<file path="src/rtl/scene_ctrl.sv">
// scene_ctrl: owns the game scene register. Scene changes requested by taps or
// game results are held pending and committed on the next frame_tick so that
// renderers never switch mid-frame. End screens ignore taps for a number of
// frames. A twinkle bit blinks the prompt text on START/WIN/LOSE.
//
// state   | meaning
// --------+-----------------------------------------------
// S_START | title screen, tap -> MENU
// S_MENU  | level select, tap with level_sel 1..3 -> PLAYn
// S_PLAY1 | level 1 running, game_win/game_lose -> WIN/LOSE
// S_PLAY2 | level 2 running
// S_PLAY3 | level 3 running
// S_WIN   | win screen, tap after lockout -> MENU
// S_LOSE  | lose screen, tap after lockout -> MENU
module scene_ctrl #(
    parameter int TWINKLE_FRAMES = 30,
    parameter int LOCKOUT_FRAMES = 60
) (
    input  logic       clk,
    input  logic       rst,
    input  logic       frame_tick,
    input  logic       tap,
    input  logic [1:0] level_sel,
    input  logic       game_win,
    input  logic       game_lose,
    output logic [2:0] scene,
    output logic       scene_change,
    output logic       twinkle,
    output logic       input_ready
);

    localparam int LW  = (LOCKOUT_FRAMES > 0) ? $clog2(LOCKOUT_FRAMES + 1) : 1;
    localparam int TWW = (TWINKLE_FRAMES > 1) ? $clog2(TWINKLE_FRAMES) : 1;
    localparam logic [LW-1:0]  LOCK_INIT = LW'(LOCKOUT_FRAMES);
    localparam logic [TWW-1:0] TW_LAST   = TWW'(TWINKLE_FRAMES - 1);

    typedef enum logic [2:0] {
        S_START = 3'd0,
        S_MENU  = 3'd1,
        S_PLAY1 = 3'd2,
        S_PLAY2 = 3'd3,
        S_PLAY3 = 3'd4,
        S_WIN   = 3'd5,
        S_LOSE  = 3'd6
    } scene_t;

    scene_t         scene_q;
    scene_t         pend_scene;
    logic           pend;
    logic [LW-1:0]  lock_cnt;
    logic [TWW-1:0] tw_cnt;

    scene_t         req_scene;
    logic           req_vld;
    scene_t         tgt_scene;
    logic           tgt_vld;
    logic           tgt_blink;
    logic           cur_blink;
    logic           scene_bad;
    logic [2:0]     scene_raw;

    assign scene_raw = scene_q;
    assign scene_bad = (scene_raw == 3'd7);
    assign cur_blink = (scene_q == S_START) || (scene_q == S_WIN) || (scene_q == S_LOSE);

    // New request from the registered scene; ignored while one is already pending
    always_comb begin
        req_vld   = 1'b0;
        req_scene = S_START;
        if (!pend) begin
            case (scene_q)
                S_START: begin
                    if (tap) begin
                        req_vld   = 1'b1;
                        req_scene = S_MENU;
                    end
                end
                S_MENU: begin
                    if (tap && (level_sel != 2'd0)) begin
                        req_vld   = 1'b1;
                        req_scene = scene_t'({1'b0, level_sel} + 3'd1);
                    end
                end
                S_PLAY1, S_PLAY2, S_PLAY3: begin
                    if (game_lose) begin
                        req_vld   = 1'b1;
                        req_scene = S_LOSE;
                    end else if (game_win) begin
                        req_vld   = 1'b1;
                        req_scene = S_WIN;
                    end
                end
                S_WIN, S_LOSE: begin
                    if (tap && (lock_cnt == '0)) begin
                        req_vld   = 1'b1;
                        req_scene = S_MENU;
                    end
                end
                default: ;
            endcase
        end
    end

    // A pending request takes precedence; otherwise a same-cycle request commits directly
    always_comb begin
        tgt_vld   = pend | req_vld;
        tgt_scene = pend ? pend_scene : req_scene;
        tgt_blink = (tgt_scene == S_START) || (tgt_scene == S_WIN) || (tgt_scene == S_LOSE);
    end

    // Scene register, pending request, lockout counter and twinkle blink
    always_ff @(posedge clk or posedge rst) begin
        if (rst) begin
            scene_q      <= S_START;
            pend         <= 1'b0;
            pend_scene   <= S_START;
            scene_change <= 1'b0;
            lock_cnt     <= '0;
            tw_cnt       <= '0;
            twinkle      <= 1'b1;
        end else begin
            scene_change <= 1'b0;
            if (frame_tick && scene_bad) begin
                scene_q      <= S_START;
                scene_change <= 1'b1;
                pend         <= 1'b0;
                lock_cnt     <= '0;
                tw_cnt       <= '0;
                twinkle      <= 1'b1;
            end else if (frame_tick && tgt_vld) begin
                scene_q      <= tgt_scene;
                scene_change <= 1'b1;
                pend         <= 1'b0;
                lock_cnt     <= ((tgt_scene == S_WIN) || (tgt_scene == S_LOSE)) ? LOCK_INIT : '0;
                tw_cnt       <= '0;
                twinkle      <= tgt_blink;
            end else begin
                if (req_vld) begin
                    pend       <= 1'b1;
                    pend_scene <= req_scene;
                end
                if (frame_tick) begin
                    if (lock_cnt != '0)
                        lock_cnt <= lock_cnt - LW'(1);
                    if (cur_blink) begin
                        if (tw_cnt == TW_LAST) begin
                            tw_cnt  <= '0;
                            twinkle <= ~twinkle;
                        end else begin
                            tw_cnt <= tw_cnt + TWW'(1);
                        end
                    end
                end
            end
        end
    end

    assign scene       = scene_q;
    assign input_ready = !pend &&
                         ((scene_q == S_START) ||
                          ((scene_q == S_MENU) && (level_sel != 2'd0)) ||
                          (((scene_q == S_WIN) || (scene_q == S_LOSE)) && (lock_cnt == '0)));

endmodule

</file>
<file path="config.mk">
export PLATFORM = sky130hd
export DESIGN_NAME = scene_ctrl
export DESIGN_NICKNAME = d
export VERILOG_FILES = /design/src/rtl/scene_ctrl.sv
export SDC_FILE = /design/constraint.sdc
export NUM_CORES = 1
export LEC_CHECK = 0
export CORE_UTILIZATION = 55
export CTS_CLUSTER_SIZE = 10
export DETAILED_ROUTE_END_ITERATION = 10
export PLACE_DENSITY = 0.77
export RECOVER_POWER = 25
export SYNTH_ARGS = -nofsm -noshare
export SYNTH_HDL_FRONTEND = slang
export SYNTH_SLANG_ARGS = --single-unit
</file>
<file path="constraint.sdc">
create_clock -name clk -period 6.5 [get_ports clk]
set_input_delay 1.3 -clock clk [delete_from_list [all_inputs] [get_ports clk]]
set_output_delay 1.3 -clock clk [all_outputs]
set_load 0.03 [all_outputs]
</file>
==> metrics.md <==
| Metric | Value |
|---|---|
| Commonest cells in the netlist | `dfrtp_1 (19), nand2_1 (15), inv_1 (13)` |
| Via-to-Cell Ratio | `6.29` |
| CP max-delay cell | `clkdlybuf4s50_1` |
| Pin count of the biggest net entering global routing | `21` |
| Worst path max stage delay | `0.66 ns` |
| Ys Warns | `0` |
| R2R Path End | `lock_cnt[2]` |
| Crit-path most repeated cell | `clkdlybuf4s50_1` |
| Worst-Skew Late Latency | `0.31 ns` |
| Async set-or-reset flop fraction in the synthesized netlist | `100%` |
| Die ar. | `2730 sq um` |
| Area of the multi-input gates | `801 sq um` |
| Gr usage total | `26.2%` |
| Number of distinct library cells after synthesis | `49` |
| Clock Tree Root | `clkbuf_4` |
| Fin. max-slew vios | `0` |
| Hold Violations, Final | `0` |
| Number of synthesized flops with an enable pin | `0` |
| Post-CTS Hold Fix Bufs | `0` |
| Post-synthesis instance total | `152` |
| P&R area growth vs syn | `11.7%` |
| Crit end category | `primary output` |
| WHS Path Cells | `1` |
| CP required | `5.20 ns` |
| Worst path cell trace | `clkdlybuf4s50_1 > inv_1 > ha_1 > a211oi_1 > a31o_2 > and2_1 > clkdlybuf4s50_1` |
| Top cells by area, synth | `dfrtp_1 (34%), ha_1 (5.4%), nand2_1 (4.1%), a21oi_1 (4.0%), inv_1 (3.5%)` |
| Routed Antenna Nets | `0` |
| Initial antenna violation count | `0` |
| Reg2reg start | `lock_cnt[0]` |
| Die W | `52.3 um` |
| Core Region | `2300 sq um` |
| Num rows | `17` |
| DR DRC count | `0` |
| Final Critical Period | `4.64 ns` |
| Worst Setup EP | `input_ready` |
| Slew HR | `49.4%` |
| Hold wc startpoint | `lock_cnt[0]` |
| Placed cell count | `186` |
| Most instantiated library cell after synthesis | `dfrtp_1` |
| Max IR drop VDD | `0.255 mV` |
| DPL Wire Length | `2.19 mm` |
| Crit start category | `primary input` |
| Post-CTS sizing | `0` |
| Syn Area/Cell | `9.15 sq um` |
| N_diodes | `0` |
| Worst r2r path cells | `8` |
| CP max FO | `5` |
| Final setup fails | `0` |
| Cell Area, Synth | `1390 sq um` |
| Starting DRT DRC Count | `39` |
| First-pass GRT wire length | `5.18 mm` |
| Post-CTS Setup Inserts | `0` |
| Area fraction of the dominant cell type after synthesis | `34.2%` |
| Total number of vias | `1196` |
| Clk sinks | `20` |
| Hold crit path type | `register to register` |
| Worst Path Arrival | `3.34 ns` |
| Layout cells sized above 1 | `10.5%` |
| Final Non-Filler Cells | `190` |
| Total CTS buffers | `3` |
| Clock transition at path regs | `0.12 ns` |
| Pre-antenna DRT Iters | `4` |
| Max_cap viols | `0` |
| Worst Tran Pin Value | `0.758 ns` |
| RSZ-0062 raised after global routing | `false` |
| Power Density | `491 nW/um^2` |
| Kind of critical path | `primary input to primary output` |
| TNS Setup | `0 ns` |
| Sequential share of the synthesized area | `36.1%` |
| Outcome | `finished, final reports clean` |
| Num ports | `14` |
| IO buf count | `13` |
| Synth Register Bits | `20` |
| Dominant synthesized flop cell | `dfrtp_1` |
| Mapped Nets | `166` |
| Pleak | `0.666 nW` |
| Critical Path Start | `level_sel[0]` |
| Clock Skew | `0.00210 ns` |
| Placer congestion estimate | `0.875` |
| Vias in the first global route | `1117` |
| Fillers | `189` |
| Wire per inst | `16.1 um` |
| Worst reg-to-reg setup slack | `3.96 ns` |
| CTS tree | `built` |
| Fmax achieved | `0.215 GHz` |
| Reg area | `502 sq um` |
| Initial Util | `60.5%` |
| Clock buffer depth | `2` |
| Post-route clock period utilization | `71.4%` |
| Routed wire length | `3.07 mm` |
| Nets | `177` |
| Chip Height | `52.3 um` |
| Total gr overflow | `0` |
| H-tree lvl count | `1` |
| Synth area leader | `dfrtp_1` |
[stage by stage]
step / util (%) / area (sq um) / setup slack, ns / hold WS (ns) / total power [mW]
final: 67.6 / 1550 / 1.86 / 0.509 / 0.763
after global routing: 67.6 / 1550 / 1.78 / 0.570 / 0.817
after CTS: 67.6 / 1550 / 1.87 / 0.510 / 0.759
after detailed placement: 66.0 / 1520 / 1.88 / 0.488 / 0.681
after global placement: 66.0 / 1520 / 1.93 / 0.495 / 0.666
after floorplan: - / 1390 / 2.97 / 0.468 / 0.575
[cell usage in the layout, fill, tap and decap left out, drive strengths merged, types with 3 or more instances in the layout]
master,count
dfrtp,19
inv,13
clkdlybuf4s50,12
nor4,4
xnor2,4
nor3b,4
mux2i,3
nor2,9
nand2,15
nand4,4
clkbuf,4
o21ai,8
ha,6
nor3,4
a211oi,4
a21oi,12
nor2b,3
[critical path: cells and delay by family]
kind	cells	cell delay, ns
AOI/OAI and AO/OA	2	0.45
and+or+nand+nor	1	0.13
adders and majority gates	1	0.23
buffers and inverters	3	1.24
[routing by layer]
| layer | vias to the layer above | global-route usage [%] | part of all wire [%] |
|---|---|---|---|
| met3 | 5 | 3.48 | 3.1 |
| met5 | - | 0 | 0 |
| met2 | 33 | 44.0 | 48 |
| met4 | 0 | 9.21 | 1.6 |
| li1 | 574 | - | - |
| met1 | 584 | 34.5 | 47 |
[logic make-up (layout without fill, tap and decap cells)]
kind of cell             count (synthesis)  count (layout)  synth area share [%]
buffers and inverters                   20              30                  6.30
AND/OR/NAND/NOR                         55              55                  23.3
multiplexers                             3               3                  2.16
AO/OA/AOI/OAI                           41              41                  22.2
flip-flops                              20              20                  36.1
XOR/XNOR                                 6               6                  3.78
adder cells (fa/ha/maj)                  7               7                  6.12
[worst min path at each step]
stage,slack (ns),to
floorplan,0.47,lock_cnt[0]
global placement,0.49,lock_cnt[0]
detailed placement,0.49,lock_cnt[0]
CTS,0.51,lock_cnt[0]
global route,0.57,lock_cnt[0]
finish,0.51,lock_cnt[0]
[power by group]
| group | total, mW | leakage [nW] | internal, mW | switching [mW] |
|---|---|---|---|---|
| clock network | 0.0756 | 0.0210 | 0.0343 | 0.0413 |
| logic | 0.437 | 0.392 | 0.186 | 0.251 |
| registers | 0.250 | 0.253 | 0.177 | 0.0730 |
| total | 0.763 | 0.666 | 0.397 | 0.365 |
[flip-flops by register name, summed over array words and instances (netlist names)]
| name | flops |
|---|---|
| scene_change | 1 |
| tw_cnt | 5 |
| lock_cnt | 6 |
| pend | 1 |
| twinkle | 1 |
| pend_scene | 3 |
| scene | 3 |
[cell type report]
cell class / count / share of cell area, %
Clock buffer: 4 / 2.34
Inverter: 13 / 3.14
Multi-Input combinational cell: 112 / 51.6
Sequential cell: 20 / 32.3
Tap cell: 28 / 2.26
Timing Repair Buffer: 13 / 8.38
No activity file was read; power rests on OpenSTA's default activity.
